[src/rtl/coord_log_pkg.sv]
// Shared types for the coordinate logger: frame size, FIFO entry type and serializer states.
package coord_log_pkg;

  localparam int BYTES_PER_FRAME = 8;

  typedef logic [63:0] coord_entry_t;

  typedef enum logic {
    IDLE = 1'b0,
    SEND = 1'b1
  } state_e;

endpackage

[src/rtl/coord_fifo.sv]
// Synchronous FIFO holding captured {x, y} pairs; push and pop may share an edge even when full.
module coord_fifo #(
  parameter int DEPTH = 8,
  parameter int WIDTH = 64
) (
  input  logic                   clk,
  input  logic                   rst,
  input  logic                   push,
  input  logic                   pop,
  input  logic [WIDTH-1:0]       wrData,
  output logic [WIDTH-1:0]       rdData,
  output logic                   full,
  output logic                   empty,
  output logic [$clog2(DEPTH):0] count
);

  localparam int AW = $clog2(DEPTH);
  localparam int CW = AW + 1;

  logic [WIDTH-1:0] mem [DEPTH];
  logic [AW-1:0]    wrPtr;
  logic [AW-1:0]    rdPtr;

  assign full   = (count == CW'(DEPTH));
  assign empty  = (count == '0);
  assign rdData = mem[rdPtr];

  // Storage is not reset; only pointers and occupancy define validity.
  always_ff @(posedge clk) begin
    if (push) mem[wrPtr] <= wrData;
  end

  always_ff @(posedge clk or posedge rst) begin
    if (rst) begin
      wrPtr <= '0;
      rdPtr <= '0;
      count <= '0;
    end else begin
      if (push) wrPtr <= wrPtr + AW'(1);
      if (pop)  rdPtr <= rdPtr + AW'(1);
      case ({push, pop})
        2'b10:   count <= count + CW'(1);
        2'b01:   count <= count - CW'(1);
        default: count <= count;
      endcase
    end
  end

endmodule

[src/rtl/coord_logger.sv]
// Logs every change of the (xCoord, yCoord) pair and streams each as an 8-byte MSB-first frame.
// Optional macro COORD_LOG_DROPCNT_EN adds the 16-bit saturating DropCount port.
module coord_logger
  import coord_log_pkg::*;
#(
  parameter int DEPTH = 8
) (
  input  logic                   Clk,
  input  logic                   Reset,
  input  logic [31:0]            xCoord,
  input  logic [31:0]            yCoord,
  input  logic                   Enable,
  output logic [7:0]             ByteOut,
  output logic                   ByteValid,
  input  logic                   ByteReady,
  output logic                   FrameStart,
  output logic [$clog2(DEPTH):0] Count,
  output logic                   Overflow
`ifdef COORD_LOG_DROPCNT_EN
  ,
  output logic [15:0]            DropCount
`endif
);

  localparam int IW = $clog2(BYTES_PER_FRAME);
  localparam logic [IW-1:0] LAST_IDX = IW'(BYTES_PER_FRAME - 1);

  // Handshake: a byte transfers on a rising edge where ByteValid && ByteReady;
  // ByteValid never depends on ByteReady, and ByteOut/FrameStart hold while stalled.

  logic [31:0]  lastX, lastY;
  state_e       state, stateNext;
  logic [IW-1:0] idx, idxNext;
  coord_entry_t shifter, shiftNext, head;
  logic         full, empty, push, pop, accept, changeEvt, drop;

  assign changeEvt = Enable && ((xCoord != lastX) || (yCoord != lastY));
  assign push      = changeEvt && (!full || pop);
  assign drop      = changeEvt && !push;

  assign ByteValid  = (state == SEND);
  assign ByteOut    = shifter[63:56];
  assign FrameStart = ByteValid && (idx == '0);
  assign accept     = ByteValid && ByteReady;

  coord_fifo #(.DEPTH(DEPTH), .WIDTH(64)) u_fifo (
    .clk    (Clk),
    .rst    (Reset),
    .push   (push),
    .pop    (pop),
    .wrData ({xCoord, yCoord}),
    .rdData (head),
    .full   (full),
    .empty  (empty),
    .count  (Count)
  );

  always_ff @(posedge Clk or posedge Reset) begin
    if (Reset) begin
      state   <= IDLE;
      idx     <= '0;
      shifter <= '0;
    end else begin
      state   <= stateNext;
      idx     <= idxNext;
      shifter <= shiftNext;
    end
  end

  // The shifter moves left on every accepted byte, so it is all-zero once a frame drains.
  always_comb begin
    stateNext = state;
    idxNext   = idx;
    shiftNext = shifter;
    pop       = 1'b0;
    case (state)
      IDLE: begin
        if (!empty) begin
          pop       = 1'b1;
          shiftNext = head;
          idxNext   = '0;
          stateNext = SEND;
        end
      end
      SEND: begin
        if (accept) begin
          if (idx == LAST_IDX) begin
            idxNext = '0;
            if (!empty) begin
              pop       = 1'b1;
              shiftNext = head;
            end else begin
              shiftNext = shifter << 8;
              stateNext = IDLE;
            end
          end else begin
            idxNext   = idx + IW'(1);
            shiftNext = shifter << 8;
          end
        end
      end
      default: stateNext = IDLE;
    endcase
  end

  // The last-captured pair follows every event, even one whose push is refused.
  always_ff @(posedge Clk or posedge Reset) begin
    if (Reset) begin
      lastX    <= '0;
      lastY    <= '0;
      Overflow <= 1'b0;
    end else begin
      if (changeEvt) begin
        lastX <= xCoord;
        lastY <= yCoord;
      end
      if (drop) Overflow <= 1'b1;
    end
  end

`ifdef COORD_LOG_DROPCNT_EN
  always_ff @(posedge Clk or posedge Reset) begin
    if (Reset) begin
      DropCount <= '0;
    end else if (drop && (DropCount != 16'hFFFF)) begin
      DropCount <= DropCount + 16'd1;
    end
  end
`endif

endmodule

[config.mk]
export PLATFORM = sky130hd
export DESIGN_NAME = coord_logger
export DESIGN_NICKNAME = d
export VERILOG_FILES = /design/src/rtl/coord_log_pkg.sv /design/src/rtl/coord_fifo.sv /design/src/rtl/coord_logger.sv
export SDC_FILE = /design/constraint.sdc
export NUM_CORES = 1
export LEC_CHECK = 0
export CAP_MARGIN = 0
export CORE_UTILIZATION = 55
export CTS_BUF_LIST = sky130_fd_sc_hd__clkbuf_4 sky130_fd_sc_hd__clkbuf_8
export CTS_CLUSTER_DIAMETER = 120
export DETAILED_ROUTE_END_ITERATION = 12
export GPL_TIMING_DRIVEN = 0
export PLACE_DENSITY_LB_ADDON = 0.08
export SYNTH_ARGS = -nofsm -noshare
export SYNTH_HDL_FRONTEND = slang
export SYNTH_SLANG_ARGS = --single-unit
[constraint.sdc]
create_clock -name Clk -period 12.1 [get_ports Clk]
set_input_delay 1.21 -clock Clk [delete_from_list [all_inputs] [get_ports Clk]]
set_output_delay 1.21 -clock Clk [all_outputs]
set_load 0.05 [all_outputs]
After elaboration in Yosys (flattened, before gate mapping)
Memory sizes are Yosys's and may differ from the RTL's. Index checks and enable logic that the tools add are counted.

Bitwise operators: 1. Reductions and logical operators: 13. Eq/ne operators: 8. Add/sub/neg operators: 5. Mux-type cells: 19.

Operators with widths (count): $mux W64 (4); $pmux W64 S2 (1); $ne A32 B32 Y1 (2); $add A3 B1 Y3 const B (3); $mux W3 (3); $pmux W4 S2 (1); $mux W1 (7); $pmux W3 S2 (1); $logic_and A1 B1 Y1 (5); $add A4 B1 Y4 const B (1); $eq A4 B4 Y1 const B (1); $logic_not A4 Y1 (1); $pmux W1 S2 (2); $sub A4 B1 Y4 const B (1); $eq A3 B3 Y1 const B (1); $logic_not A3 Y1 (1); $eq A2 B1 Y1 const B (1); $eq A2 B2 Y1 const B (1); $logic_not A1 Y1 (2); $logic_or A1 B1 Y1 (2); $ne A2 B1 Y1 const B (1); $ne A2 B2 Y1 const B (1); $reduce_and A2 Y1 (1); $reduce_bool A2 Y1 (1); $not A1 Y1 (1).

Memory bits (writable): 512. Flip-flop bits (word level): 143. Output and inout bits: 15. Logic and storage cells: 56. Memories kept: 1.

Memories: u_fifo.mem (words 8, bits a word 64, read ports 1, clocked after Yosys merged registers in 0, wr ports 1, RTL line coord_fifo.sv:20) `logic [WIDTH-1:0] mem [DEPTH];`.

Longest topological paths before layout
Depth after elaboration: 9. Mapped depth: 14.

By module
Synthesis repeated with hierarchy kept, for this count alone.

Cells, all modules: 1320. Area, all modules: 26301.5 sq um.

Modules (own cells, without submodules): coord_fifo (cells each 800, times used 1, area each 19816.5 sq um); coord_logger (cells each 520, times used 1, area each 6485.0 sq um).

Worst setup path before layout
OpenSTA, ideal clock, no wires.

Path type: input to register. From: input xCoord[5]. To: memory u_fifo.mem[1][0] (enable). Stages: 7. Slack: 3450 ps. Setup time: 644 ps. Arrival time: 8006 ps. Cells stage by stage: xnor2_1 > nand4_1 > nor4_2 > nand4_2 > nand3b_1 > buf_4 > nor4_1.

Word-level cells in the longest chain between the ends: 6.

Ends and longest elaborated chain: start: declaration (RTL line coord_logger.sv:10) `input logic [31:0] xCoord,`; $ne A32 B32 Y1 (RTL line coord_logger.sv:37) `assign changeEvt = Enable && ((xCoord != lastX) || (yCoord != lastY));`; $logic_or A1 B1 Y1 (RTL line coord_logger.sv:37); $logic_and A1 B1 Y1 (RTL line coord_logger.sv:37); $logic_and A1 B1 Y1 (RTL line coord_logger.sv:38) `assign push = changeEvt && (!full || pop);`; $mux W1 (RTL line coord_fifo.sv:30) `if (push) mem[wrPtr] <= wrData;`; $mux W1 (not written as such) (RTL line coord_fifo.sv:30); end: declaration (RTL line coord_fifo.sv:20).

No other way between the ends.

Worst setup path after layout
From: input xCoord[16]. To: memory u_fifo.mem[0][54] (enable).

The elaborated chain is that of the path after synthesis.

==> summary.md <==
| Metric | Value |
|---|---|
| Status | `finished, violations left` |
| Failing checks | `DRC` |
| Netlist cell types | `38` |
| LEAKAGE | `10.8 nW` |
| Top-Level Pins | `83` |
| Worst EP arrival | `5.01 ns` |
| Multi-input logic area | `0.00680 mm^2` |
| Part of the cycle the worst path needs | `38.0%` |
| Synth top cells by count | `edfxtp_1 (512), dfrtp_1 (143), nand2_1 (137)` |
| WL per Instance | `25.2 um` |
| Peak VDD IR | `106 uV` |
| Skew final | `0.0328 ns` |
| Post-CTS Setup Inserts | `0` |
| CTS max path bufs | `3` |
| Worst-margin pin slew | `1.03 ns` |
| Final hold violations | `0` |
| Setup crit end kind | `flop` |
| Total CTS buffers | `102` |
| GRT overflow | `0` |
| Storage cell area | `0.0190 mm^2` |
| Port bufs | `82` |
| Sw Pwr | `0.00202 W` |
| Reg power frac | `44.5%` |
| Post-Route WL | `59100 um` |
| Vias in the first global route | `13900` |
| GR Util All Layers | `25.5%` |
| DR vias | `13500` |
| GPL Wtd Cong | `0.850` |
| Hold Crit Class | `flop to flop` |
| Slew Limit Fails | `0` |
| Largest area contributor in the netlist | `edfxtp_1` |
| Antenna-violating nets left | `0` |
| TritonCTS clock tree | `done` |
| Post-synthesis sequential area ratio | `72.2%` |
| Die area | `0.0486 mm^2` |
| Endpoints failing setup | `0` |
| Most frequent cell after synthesis | `edfxtp_1` |
| Top post-synthesis cells by area | `edfxtp_1 (59%), dfrtp_1 (14%), mux4_2 (11%)` |
| RSZ-0062 raised after global routing | `false` |
| Post-synth EDFFs | `512` |
| Setup_tns | `0 ns` |
| DP Area | `0.0287 mm^2` |
| Area grow syn2layout | `17.1%` |
| Power Density | `218 mW/mm^2` |
| Crit path kind | `primary input to flop` |
| PostCTS Resize Cnt | `0` |
| Die height | `221 um` |
| Comb power frac | `27.6%` |
| Initial antenna violation count | `0` |
| Synth top area share | `58.5%` |
| Cells after Synth | `1390` |
| Cell Area, Synth | `0.0263 mm^2` |
| Tmin final | `4.59 ns` |
| Via density per instance | `5.75` |
| Final nets | `1727` |
| Max cap viols | `0` |
| Initial Util | `56.1%` |
| Switching part of the total power | `30.1%` |
| Clock network power share | `28.0%` |
| Number of remaining DRC errors | `8` |
| Worst skew pair latency | `0.69 ns` |
| Chip width | `221 um` |
| Critical path startpoint category | `primary input` |
| Clock tree root driver cell | `clkbuf_8` |
| DP Wirelength | `40900 um` |
| Synth Warn # | `0` |
| Worst Slack Setup Final | `7.51 ns` |
| First-pass GRT wire length | `88700 um` |
| Share of cells above drive strength 1 | `29.6%` |
| Cell-internal power | `0.00469 W` |
| Synth Flop Type | `edfxtp_1` |
| Crit-path max FO | `11` |
| Clock Sinks | `655` |
| Syn avg cell area | `18.9 um^2` |
| Core box area | `0.0469 mm^2` |
| Clock Pin Slew Worst Setup and Hold Paths | `0.06 ns` |
| Site row count | `79` |
| #FFs+latches synth | `655` |
| Pwr Total | `0.00671 W` |
| Syn Nets | `1466` |
| Fmax | `218 MHz` |
| Worst slack, placed | `6.97 ns` |
| Largest net degree at the start of global routing | `94` |
| Iter 0 DRT Violations | `1017` |
| Drt first pass iters | `9` |
| Slew headroom | `31.2%` |
| Hold_buf cts | `0` |
| FILL cells | `3276` |
| Worst endpoint required time | `12.52 ns` |
| Finished Cell Area | `0.0308 mm^2` |
| Htree depth | `3` |
| Asr flop ratio synth | `21.8%` |
## power by group through the flow
stage	clock (W)	sequential, W	combinational [W]
after global routing	0.00202	0.00301	0.00198
final	0.00188	0.00298	0.00185
after global placement	0	0.00311	0.00175
after detailed placement	0	0.00303	0.00188
after CTS	0.00191	0.00298	0.00188
after floorplan	0	0.00305	0.00118
## critical path: stages
cell and delay (ns):
clkdlybuf4s50_1 0.58, xnor2_1 0.49, nand4_1 0.18, nor4_2 0.65, nand4_2 0.41, nand3b_1 0.24
buf_4 0.23, nor4_2 0.10, buf_4 0.20, buf_4 0.19, buf_4 0.17, buf_4 0.16
buf_4 0.18
## cells in the final DEF, fill, tap and decap left out, drive strengths merged, types with 17 or more instances in the layout
cell type,netlist,final
mux2i,65,65
clkinv,0,30
mux4,128,128
clkdlybuf4s50,0,82
buf,59,134
edfxtp,512,512
xnor2,69,69
nand4,17,17
clkbuf,19,172
dfrtp,143,143
o21ai,125,125
nand2,139,139
mux2,67,67
## registers in the layout, indices dropped and copies added, names as in the netlist
name,flops
u_fifo.rdPtr,3
lastX,32
ByteValid,1
u_fifo.mem,512
idx,3
Overflow,1
shifter,64
lastY,32
u_fifo.count,4
u_fifo.wrPtr,3
## worst paths after layout
path | slack, ns | endpoint | depth (start not counted) | from
worst max-delay path | 7.51 | u_fifo.mem[0][54] | 13 | xCoord[16]
min in group asynchronous | 0.97 | idx[0] | 2 | Reset
max in group asynchronous | 10.21 | lastY[25] | 3 | Reset
worst min-delay path | 0.48 | shifter[43] | 2 | shifter[43]
worst min register to register | 0.48 | shifter[43] | 2 | shifter[43]
worst max register to register | 8.29 | u_fifo.mem[0][54] | 12 | lastX[16]
## layout make-up
| cell class | instances | area share, % |
|---|---|---|
| flip-flops and latches | 655 | 61.6 |
| multi-input cells | 652 | 22.1 |
| clock buffers | 153 | 6.01 |
| repair buffers | 157 | 5.20 |
| well taps | 607 | 2.47 |
| plain buffers | 78 | 1.74 |
| clock inverters | 36 | 0.789 |
| inverters | 5 | 0.0773 |
| diodes | 1 | 0.00813 |
## per-layer routing
layer / global-route usage (%) / vias up / wire length [um]
met5: 0 / - / 0
met4: 9.98 / 0 / 1810
met3: 4.34 / 88 / 3140
met2: 40.5 / 385 / 28900
met1: 35.6 / 7043 / 25200
li1: - / 5966 / -
## metrics by stage
step | utilization [%] | hold slack [ns] | std cells
6_report | 65.7 | 0.478 | 2344
5_1_grt | 65.7 | 0.498 | 2343
4_1_cts | 65.7 | 0.483 | 2343
3_5_place_dp | 61.2 | 0.470 | 2154
3_3_place_gp | 59.4 | 0.463 | 2079
2_1_floorplan | - | 0.445 | 1390
## kinds of logic after synthesis
kind of cell	after synthesis	synth area share [%]
flip-flops	655	72.2
multiplexers	260	17.2
AND/OR/NAND/NOR	183	3.23
AO/OA/AOI/OAI	128	2.45
buffers and inverters	83	2.12
XOR/XNOR	73	2.43
adder cells (fa/ha/maj)	8	0.381
Note: power is estimated with default switching activity, not from simulation.
==> RTL change, RTL diff (config.mk and constraints unchanged) <==
`DEPTH` is set to 8 in 2 places; all go to 16.
--- a/src/rtl/coord_fifo.sv
+++ b/src/rtl/coord_fifo.sv
@@ -1,5 +1,5 @@
 // Synchronous FIFO holding captured {x, y} pairs; push and pop may share an edge even when full.
 module coord_fifo #(
-  parameter int DEPTH = 8,
+  parameter int DEPTH = 16,
   parameter int WIDTH = 64
 ) (
--- a/src/rtl/coord_logger.sv
+++ b/src/rtl/coord_logger.sv
@@ -4,5 +4,5 @@
   import coord_log_pkg::*;
 #(
-  parameter int DEPTH = 8
+  parameter int DEPTH = 16
 ) (
   input  logic                   Clk,
Interface: changed (resized Count); port bits go from 83 to 84. No check against the original RTL was run, so the function may have changed too.
==> RTL change against the unedited design <==
The flow still finishes with violations (design-rule violations); clock skew grew 0.0050 ns; power grew 69%; wire length grew 76%; sequential cell count grew 515; synthesized cell count grew 55%; worst setup slack lost 0.88 ns; final area grew 69%; synthesized area grew 72%.
==> RTL change: results (changes against the unedited design) <==
* Status: finished, violations left (unchanged)
* Failing checks: design-rule violations (unchanged)
* DRT Pass-1 Iters at 11 (was 9)
* Number of port buffers at 83 (was 82)
* Sequential cells at 1170 (was 655)
* Routed length on met3 at 6.69 mm (was 3.14 mm)
* M3 GR Usage at 5.00% (was 4.34%)
* Slowest CP cell: clkdlybuf4s50_1 (was nor4_2)
* Crit-path max cell delay at 0.83 ns (was 0.65 ns)
* #MultiIn Comb at 855 (was 652)
* Regs by FF count: u_fifo.mem x1024, shifter x64 (was u_fifo.mem x512, shifter x64)
* Drt initial violations at 2084 (was 1017)
* Buffers excl. clock at 325 (was 235)
* Grt met2 use at 41.4% (was 40.5%)
* Post-synth net total at 2241 (was 1466)
* Post-synth EDFFs at 1024 (was 512)
* Synth top cells by count: edfxtp_1 (1024), mux4_2 (264), a21oi_1 (170), dfrtp_1 (146), a22oi_1 (113) (was edfxtp_1 (512), dfrtp_1 (143), nand2_1 (137), mux4_2 (128), xnor2_1 (69))
* Latest clock arrival within the worst-skew pair at 0.83 ns (was 0.69 ns)
* Vias in the first global route at 23800 (was 13900)
* Largest net degree at the start of global routing at 98 (was 94)
* Worst-Margin Slew at 1.47 ns (was 1.03 ns)
* Drt via density at 6.10 (was 5.75)
* Adder-cell share of the synthesized area at 0.333% (was 0.381%)
* Post-synthesis sequential area ratio at 76.3% (was 72.2%)
* Non-clock buffer share of cell area at 5.18% (was 6.94%)
* Core area at 80800 um2 (was 46900 um2)
* Post-DP HPWL at 71.4 mm (was 40.9 mm)
* XOR/XNOR share of the synthesized area at 1.49% (was 2.43%)
* CP arrival at 6.18 ns (was 5.01 ns)
* Initial Util at 55.8% (was 56.1%)
* Cts bufs inserted at 182 (was 102)
* Synth unique cells at 36 (was 38)
* Diode count at 2 (was 1)
* Max IR drop VDD at 0.000166 V (was 0.000106 V)
* Placed Instance Area at 48600 um2 (was 28700 um2)
* Synth Area in Compound Gates at 4.10% (was 2.45%)
* Invs w/o clock at 5 (unchanged)
* Clk pwr share at 28.2% (was 28.0%)
* Critical path fanouts, max at 18 (was 11)
* Seq area share at 66.0% (was 61.6%)
* Clock buffer cells at 277 (was 153)
* Clock-cell share at 6.79% (was 6.80%)
* Synth top area cells: edfxtp_1 (68%), mux4_2 (13%), dfrtp_1 (8.1%) (was edfxtp_1 (59%), dfrtp_1 (14%), mux4_2 (11%))
* Number of remaining DRC errors at 7 (was 8)
* Final nets at 2619 (was 1727)
* GRT Total Usage at 25.8% (was 25.5%)
* Top cell family by delay on the critical path: simple AND/OR/NAND/NOR gates (was buffers and inverters)
* Ys async rst share at 12.5% (was 21.8%)
* Static Leak at 17.2 nW (was 10.8 nW)
* Final Wtd Congestion at 0.870 (was 0.850)
* Top FF cell, synth: edfxtp_1 (unchanged)
* Total Routed Length at 104 mm (was 59.1 mm)
* Fraction of layout cells with a size suffix above 1 at 30.5% (was 29.6%)
* Top sig layer: met5 (was met4)
* Logic power comb at 0.00310 W (was 0.00185 W)
* Metal2 WL at 51.1 mm (was 28.9 mm)
-- RTL change: stage by stage --
step	util, %	worst slack [ns]	hold WS, ns	cells	total power [W]
finish	64.5	6.63	0.488	3743	0.0114
global route	64.5	6.47	0.508	3743	0.0118
CTS	64.5	6.77	0.491	3741	0.0115
detailed placement	60.1	5.89	0.464	3415	0.00828
global placement	58.5	-4.46	0.470	3304	0.00820
floorplan	-	3.42	0.466	2161	0.00717
-- RTL change: worst paths after layout --
check                                 from              end  slack, ns  cells after the start
worst max-delay path            xCoord[20]  u_fifo.count[4]       6.63                     16
max in group asynchronous            Reset      shifter[49]      10.40                      3
min in group asynchronous            Reset        lastY[14]       0.81                      2
worst min register to register    Overflow         Overflow       0.49                      1
worst min-delay path              Overflow         Overflow       0.49                      1
worst max register to register   lastX[20]  u_fifo.count[4]       7.68                     15
